**config.mk**
```make
export PLATFORM = sky130hd
export DESIGN_NAME = ex_result_stage
export DESIGN_NICKNAME = d
export VERILOG_FILES = /design/src/rtl/cpu_pkg.sv /design/src/rtl/ex_result_format.sv /design/src/rtl/ex_result_stage.sv
export SDC_FILE = /design/constraint.sdc
export NUM_CORES = 1
export LEC_CHECK = 0
export ABC_AREA = 1
export BUFFER_PORTS_ARGS = -buffer_cell sky130_fd_sc_hd__buf_2
export CELL_PAD_IN_SITES_DETAIL_PLACEMENT = 2
export CELL_PAD_IN_SITES_GLOBAL_PLACEMENT = 2
export CORE_MARGIN = 3
export CORE_UTILIZATION = 27
export CTS_CLUSTER_SIZE = 10
export DETAILED_ROUTE_END_ITERATION = 10
export PLACE_DENSITY = 0.75
export SKIP_CTS_REPAIR_TIMING = 1
export SYNTH_ARGS = -nofsm -noshare
export SYNTH_HDL_FRONTEND = slang
export SYNTH_SLANG_ARGS = --single-unit
```
**constraint.sdc**
```tcl
create_clock -name clk -period 2 [get_ports clk]
set_input_delay 0.4 -clock clk [delete_from_list [all_inputs] [get_ports clk]]
set_output_delay 0.4 -clock clk [all_outputs]
set_load 0.03 [all_outputs]
```
**src/rtl/cpu_pkg.sv**
```systemverilog
// Shared CPU definitions for the execute/result side of the pipeline.
//   - ALU opcode (aluc) constants
//   - branch-type codes
//   - result-stage skid buffer state encoding
//   - helper that recognises the set-less-than opcodes
package cpu_pkg;

    localparam logic [4:0] ALUC_ADDU = 5'b00000;
    localparam logic [4:0] ALUC_SUBU = 5'b00001;
    localparam logic [4:0] ALUC_AND  = 5'b00010;
    localparam logic [4:0] ALUC_OR   = 5'b00011;
    localparam logic [4:0] ALUC_XOR  = 5'b00100;
    localparam logic [4:0] ALUC_NOR  = 5'b00101;
    localparam logic [4:0] ALUC_SLL  = 5'b00110;
    localparam logic [4:0] ALUC_SRL  = 5'b00111;
    localparam logic [4:0] ALUC_SRA  = 5'b01000;
    localparam logic [4:0] ALUC_LUI  = 5'b01001;
    localparam logic [4:0] ALUC_SLT  = 5'b01010;
    localparam logic [4:0] ALUC_SLTU = 5'b01011;
    localparam logic [4:0] ALUC_MUL  = 5'b01100;

    // 2'b11 is reserved and behaves like BR_NONE.
    localparam logic [1:0] BR_NONE = 2'b00;
    localparam logic [1:0] BR_BEQ  = 2'b01;
    localparam logic [1:0] BR_BNE  = 2'b10;

    localparam logic [1:0] ST_EMPTY = 2'b00;
    localparam logic [1:0] ST_HALF  = 2'b01;
    localparam logic [1:0] ST_FULL  = 2'b10;

    function automatic logic is_set_less(input logic [4:0] aluc);
        return (aluc == ALUC_SLT) || (aluc == ALUC_SLTU);
    endfunction

endpackage

```
**src/rtl/ex_result_format.sv**
```systemverilog
// Combinational formatting of one ALU result entry.
// Ports:
//   i_alu_res, i_alu_zero, i_alu_sign, i_aluc : ALU result, flags and opcode
//   i_br_type, i_pc_plus4, i_imm16            : branch control and operands
//   i_rd, i_reg_we                            : destination and write request
//   o_wb_data   : alu_res, or the 0/1 compare word for SLT/SLTU
//   o_br_taken  : BEQ/BNE resolution from the zero flag
//   o_br_target : pc_plus4 + sign-extended word offset (wraps)
//   o_wb_we     : write enable, suppressed for register 0
module ex_result_format
    import cpu_pkg::*;
#(
    parameter int DATA_W = 32,
    parameter int REG_W  = 5
) (
    input  logic [DATA_W-1:0] i_alu_res,
    input  logic              i_alu_zero,
    input  logic              i_alu_sign,
    input  logic [4:0]        i_aluc,
    input  logic [1:0]        i_br_type,
    input  logic [DATA_W-1:0] i_pc_plus4,
    input  logic [15:0]       i_imm16,
    input  logic [REG_W-1:0]  i_rd,
    input  logic              i_reg_we,
    output logic [DATA_W-1:0] o_wb_data,
    output logic              o_br_taken,
    output logic [DATA_W-1:0] o_br_target,
    output logic              o_wb_we
);

    // Word offset: sign-extend and scale by 4 in one concatenation.
    logic [DATA_W-1:0] w_offset;

    assign w_offset    = {{(DATA_W-18){i_imm16[15]}}, i_imm16, 2'b00};
    assign o_br_target = i_pc_plus4 + w_offset;

    assign o_wb_data   = is_set_less(i_aluc) ? {{(DATA_W-1){1'b0}}, i_alu_sign}
                                             : i_alu_res;

    assign o_br_taken  = ((i_br_type == BR_BEQ) &  i_alu_zero)
                       | ((i_br_type == BR_BNE) & ~i_alu_zero);

    assign o_wb_we     = i_reg_we & (i_rd != '0);

endmodule

```
**src/rtl/ex_result_stage.sv**
```systemverilog
// Result stage behind the ALU: formats each entry and hands it to MEM/WB
// through a valid/ready handshake backed by a 2-entry skid buffer, so that
// in_ready is a flop and never depends combinationally on out_ready.
// Ports:
//   clk, rst (sync, active high), flush
//   upstream   : in_valid, in_ready, alu_*, aluc, br_type, pc_plus4, imm16, rd, reg_we
//   downstream : out_valid, out_ready, wb_data, wb_rd, wb_we, br_taken,
//                br_target, carry_out
//
// state    | meaning
// ---------+-----------------------------------------------
// ST_EMPTY | nothing held, out_valid=0
// ST_HALF  | output register holds the oldest entry
// ST_FULL  | output register + skid register both hold entries, in_ready=0
module ex_result_stage
    import cpu_pkg::*;
#(
    parameter int DATA_W = 32,
    parameter int REG_W  = 5
) (
    input  logic              clk,
    input  logic              rst,
    input  logic              flush,
    input  logic              in_valid,
    output logic              in_ready,
    input  logic [DATA_W-1:0] alu_res,
    input  logic              alu_zero,
    input  logic              alu_carry,
    input  logic              alu_sign,
    input  logic [4:0]        aluc,
    input  logic [1:0]        br_type,
    input  logic [DATA_W-1:0] pc_plus4,
    input  logic [15:0]       imm16,
    input  logic [REG_W-1:0]  rd,
    input  logic              reg_we,
    output logic              out_valid,
    input  logic              out_ready,
    output logic [DATA_W-1:0] wb_data,
    output logic [REG_W-1:0]  wb_rd,
    output logic              wb_we,
    output logic              br_taken,
    output logic [DATA_W-1:0] br_target,
    output logic              carry_out
);

    // Packed entry: {carry, br_target, br_taken, wb_we, rd, wb_data}
    localparam int BW = 2*DATA_W + REG_W + 3;

    logic [DATA_W-1:0] w_wb_data;
    logic [DATA_W-1:0] w_br_target;
    logic              w_br_taken;
    logic              w_wb_we;
    logic [BW-1:0]     w_fmt;

    logic [1:0]        r_state;
    logic              r_in_ready;
    logic [BW-1:0]     r_out;
    logic [BW-1:0]     r_skid;

    logic              w_accept;
    logic              w_drain;
    logic [1:0]        w_state_nxt;
    logic              w_load_out;
    logic              w_load_skid;
    logic [BW-1:0]     w_out_src;

    ex_result_format #(
        .DATA_W (DATA_W),
        .REG_W  (REG_W)
    ) u_format (
        .i_alu_res   (alu_res),
        .i_alu_zero  (alu_zero),
        .i_alu_sign  (alu_sign),
        .i_aluc      (aluc),
        .i_br_type   (br_type),
        .i_pc_plus4  (pc_plus4),
        .i_imm16     (imm16),
        .i_rd        (rd),
        .i_reg_we    (reg_we),
        .o_wb_data   (w_wb_data),
        .o_br_taken  (w_br_taken),
        .o_br_target (w_br_target),
        .o_wb_we     (w_wb_we)
    );

    assign w_fmt     = {alu_carry, w_br_target, w_br_taken, w_wb_we, rd, w_wb_data};

    assign in_ready  = r_in_ready;
    assign out_valid = (r_state != ST_EMPTY);
    assign w_accept  = in_valid & r_in_ready;
    assign w_drain   = out_valid & out_ready;

    assign {carry_out, br_target, br_taken, wb_we, wb_rd, wb_data} = r_out;

    always_comb begin
        w_state_nxt = r_state;
        w_load_out  = 1'b0;
        w_load_skid = 1'b0;
        w_out_src   = w_fmt;
        // A flush still lets a same-cycle drain complete downstream; the
        // stage simply ends up empty and holds its data registers.
        if (flush) begin
            w_state_nxt = ST_EMPTY;
        end else begin
            case (r_state)
                ST_EMPTY: begin
                    if (w_accept) begin
                        w_state_nxt = ST_HALF;
                        w_load_out  = 1'b1;
                    end
                end
                ST_HALF: begin
                    if (w_accept && w_drain) begin
                        w_load_out  = 1'b1;
                    end else if (w_accept) begin
                        w_state_nxt = ST_FULL;
                        w_load_skid = 1'b1;
                    end else if (w_drain) begin
                        w_state_nxt = ST_EMPTY;
                    end
                end
                ST_FULL: begin
                    if (w_drain) begin
                        w_state_nxt = ST_HALF;
                        w_load_out  = 1'b1;
                        w_out_src   = r_skid;
                    end
                end
                default: w_state_nxt = ST_EMPTY;
            endcase
        end
    end

    always_ff @(posedge clk) begin
        if (rst) begin
            r_state    <= ST_EMPTY;
            r_in_ready <= 1'b1;
            r_out      <= '0;
            r_skid     <= '0;
        end else begin
            r_state    <= w_state_nxt;
            r_in_ready <= (w_state_nxt != ST_FULL);
            if (w_load_out) begin
                r_out <= w_out_src;
            end
            if (w_load_skid) begin
                r_skid <= w_fmt;
            end
        end
    end

endmodule

```
# Yosys cells after proc, flatten, opt, wreduce, memory -nomap -nowiden
# Index checks and enable logic that the tools add are counted.
# totals
mem_bits_rw,0
elab_cells,43
in_bits,101
mem_bits_ro,0
n_memories,0
latch_bits,0
reg_bits,147
output_inout_bits,74
# classes
n_lt_le_gt_ge,0
multipliers,0
reduce_logical,5
bitwise,7
n_div,0
shift,0
add_sub_neg,1
n_mux,19
n_eq_ne,7
# op_table
operator,n
$mux 72,3
$add 32x32->32,1
$mux 32,1
$mux 2,6
$eq 5x4->1 const B,2
$mux 1,7
$pmux 2 s3,1
$and 1x1->1,5
$reduce_bool 5->1,1
$eq 2x1->1 const B,2
$eq 2x2->1 const B,2
$pmux 1 s3,1
$logic_not 2->1,1
$ne 2x2->1 const B,1
$reduce_bool 2->1,1
$logic_and 1x1->1,1
$logic_or 1x1->1,1
$not 1->1,1
$or 1x1->1,1

# Longest topological paths before layout
# depth
word_depth,8
mapped_depth,14
mapped_depth_nobuf,14

# Hierarchy
# Synthesis repeated with hierarchy kept, for this count alone.
# unflattened
cells_unflattened,1553
area_unflattened_um2,9023.7
# modules_own_cells
mod,area_per_inst_um2,n_inst,cells_per_inst
ex_result_stage,6521.3,1,1029
ex_result_format,2502.4,1,524

# Least setup slack after synthesis
# Ideal clock, no wire load.
# synth_timing
path_kind,input-to-reg
start,in pc_plus4[2]
end,reg r_out[55]
n_path_buf,0
path_slack_ps,55
path_stages,13
t_arrival_ps,1875
path_cell_list,ha_1 inv_1 fa_1 inv_1 nand3_1 nand3_1 nand2_1 nand2_1 nand3_1 nand2_1 xor2_1 nand2_1 a21oi_1
# synth_via
elab_chain_cells,4
# synth_rtl
item,line,text
"start, declared",ex_result_stage.sv:32,"input logic [DATA_W-1:0] pc_plus4,"
$add 32x32->32 *,ex_result_format.sv:35,assign o_br_target = i_pc_plus4 + w_offset;
$mux 72,ex_result_stage.sv:123,if (w_drain) begin
$mux 72,ex_result_stage.sv:105,case (r_state)
$mux 72 *,ex_result_stage.sv:102,if (flush) begin
"end signal, assigned",ex_result_stage.sv:144,r_out <= w_out_src;
"end, declared",ex_result_stage.sv:57,logic [BW-1:0] r_out;
# Mark *: on every way between the ends. The rest lies on a longest branch, timed or not.
# A chain may end at the register's enable or synchronous reset.

# Worst setup path after layout
# layout_timing
start,in pc_plus4[2]
end,reg r_out[61]
# Same word-level chain as after synthesis.

==> impl_metrics.yaml <==
status:
  status: "completed"
setup_path:
  critical_path_class: "in2reg"
  end_kind: "flop"
  cpMaxStageDelayCell: "fa_1"
  crit_chain: "buf_2, ha_1, inv_1, fa_1, inv_1, nand3_1, nand3_2, nand3_1, nand3_2, nand2_1, nand2_1, xor2_2, nand2_1, a21oi_1"
  crit_required_ns: 2.35
  cp_max_fo: 4
  r2r_setup_slack_ns: 0.33
  start_kind: "primary input"
  startpoint: "pc_plus4[2]"
  worstReg2RegStart: "r_state[1]"
  r2r_end: "r_out[10]"
  arrival_ns: 2.21
  slowest_delay_ns: 0.41
  r2r_cells: 7
  crit_top_cell: "nand2_1"
synth:
  netlist_area_sq_mm: 0.008097
  synth_fp_nets: 1352
  synthDistinctLibCells: 37
  synthArstFlopShare: 0
  yosysSeqAreaShare: 0.3635
  yosysMostFrequentCell: "nand2_1"
  synth_edf_count: 0
  yosysWarnings: 0
  syn-mean-instance-area_sq_um: 6.631
  ys_top_cells_by_count: "319 x nand2_1, 177 x a21oi_1, 147 x dfxtp_1"
  synth_top_area_share: 0.3635
  yosys.area.top_type: "dfxtp_1"
  ys_ff_latch: 147
  syn_inst: 1221
  ys.flop_type: "dfxtp_1"
  yosys-top-cells-area: "dfxtp_1 36%, nand2_1 15%, a21oi_1 11%, inv_1 6.5%, o21ai_0 6.1%"
floorplanning:
  fp.dieW_um: 179.2
  core_sq_mm: 0.02909
  die_area_sq_mm: 0.03210
  io_pins: 175
  fp.dieH_um: 179.2
  start_util: 0.2783
  rows: 62
power:
  swShare: 0.3274
  power_leakage_uw: 0.005449
  peakVddDrop_uv: 461.6
  power_frac_seq: 0.387
  power_frac_clock: 0.385
  p_comb_frac: 0.227
  power_switching_uw: 2623
  p_per_area_mw_per_mm2: 761.0
  p_int_uw: 5387
cts:
  numCtsBuffers: 17
  htreeDepth: 4
  tritoncts: "done"
  cts.sinks: 147
  clk-insertion-delay-late_ns: 0.43
  cts_root_buffer: "clkbuf_16"
  clock_path_buffers: 2
  clkTransAtPathRegs_ns: 0.08
final_layout:
  nFillCells: 3564
  drive_above_1_share: 0.2373
  finish.utilization: 0.3618
  fin_cells: 1839
  final_nets: 1572
  syn_to_final_growth_pct: 30.00
detailed_routing:
  finalWirelength_um: 29900
  wl_per_cell_um: 16.26
  drc: 0
  first_iter_violations: 337
  dr.pass1.iters: 4
  vias: 8817
  vias_per_cell: 4.794
  ant_nets: 0
placement:
  post-place-ws_ns: -0.3891
  io_buffers: 173
  dp_hpwl_um: 22790
  gp_congestion: 0.8310
  dp.cells: 1806
worst_hold_path:
  min_to: "r_skid[13]"
  min_path_cells: 3
  worstHoldPathType: "in2reg"
  worstHoldStart: "alu_res[13]"
sta:
  period_share: 0.9324
  fmax_mhz: 536.3
  worst_slack_ns: 0.1352
  drv_slew: 0
  final_hold_viol_count: 0
  fin_skew_ns: 0.01276
  worstMarginPinSlew_ns: 0.5819
  min_period_ns: 1.865
  hold_slack_ns: 0.2451
  setup_viol: 0
  slew_headroom: 0.6117
  tns_ns: 0
grt:
  grt_pass1_wl_um: 48870
  grt.total_usage: 0.1904
  grt_pass1_vias: 9442
  grt_max_degree: 74
  overflow: 0
  antenna_found_initial: 1
flow_run:
  maxCapViolations: 0
registers in the layout, summed over array words and instances (netlist names):
name      count
r_out        72
r_skid       72
r_state       2
in_ready      1
final cells by class:
type | instances | area [sq um] | share of cell area
Clock inverter | 14 | 133.9 | 0.01272
Sequential cell | 147 | 2943 | 0.2796
Multi-Input combinational cell | 862 | 4354 | 0.4137
Clock buffer | 18 | 429.2 | 0.04078
Timing Repair Buffer | 263 | 1619 | 0.1538
Tap cell | 384 | 480.5 | 0.04565
Antenna cell | 1 | 2.502 | 0.0002378
Inverter | 150 | 563.0 | 0.05349
worst max path at each step:
stage | endpoint | depth (start not counted)
final | r_out[61] | 14
after global placement | r_out[61] | 14
after global routing | r_out[57] | 14
after CTS | r_out[61] | 14
after floorplan | r_out[55] | 13
after detailed placement | r_out[61] | 14
logic make-up after synthesis:
family	synth area share
adder cells (fa/ha/maj)	0.04729
XOR/XNOR	0.02256
AND/OR/NAND/NOR	0.2491
flip-flops	0.3635
buffers and inverters	0.1045
AO/OA/AOI/OAI	0.2131
cell usage in the layout, fill, tap and decap left out, types with 10 or more instances in the layout:
cell and count:
o21ai_0 98, clkbuf_16 17, inv_2 11, ha_1 28, dfxtp_1 147, o21ai_1 10, o211ai_1 28, nor2_1 91
nand3_1 41, xor2_1 14, nand2_1 318, buf_2 172, inv_1 139, buf_4 84, nand2_2 11, a21oi_1 174
per-layer routing:
metal | GRT usage | wire, um | up-vias
met5 | 0 | 0 | -
met4 | 0.04446 | 483 | 0
met3 | 0.02626 | 868 | 27
met2 | 0.3455 | 15110 | 134
met1 | 0.2378 | 13430 | 4286
li1 | - | - | 4370
worst max-delay path: cells and delay by family:
family,cells,cell delay (ns)
compound gates,1,0.14
xor+xnor,1,0.17
fa+ha+maj,2,0.61
buf+inv,3,0.25
simple gates,7,0.65
per-stage QoR:
stage | total power, uW | instance area, sq um
after floorplan | 4194 | 8097
after global placement | 4945 | 9921
after detailed placement | 5003 | 9921
after CTS | 8123 | 10480
after global routing | 8485 | 10530
final | 8010 | 10530
power groups by stage:
| stage | logic (uW) | registers, uW | clock network [uW] |
|---|---|---|---|
| 6_report | 1820 | 3100 | 3080 |
| 5_1_grt | 2060 | 3120 | 3310 |
| 4_1_cts | 1840 | 3110 | 3180 |
| 3_5_place_dp | 1830 | 3170 | 0 |
| 3_3_place_gp | 1780 | 3170 | 0 |
| 2_1_floorplan | 867 | 3330 | 0 |
Note: power is estimated with default switching activity, not from simulation.
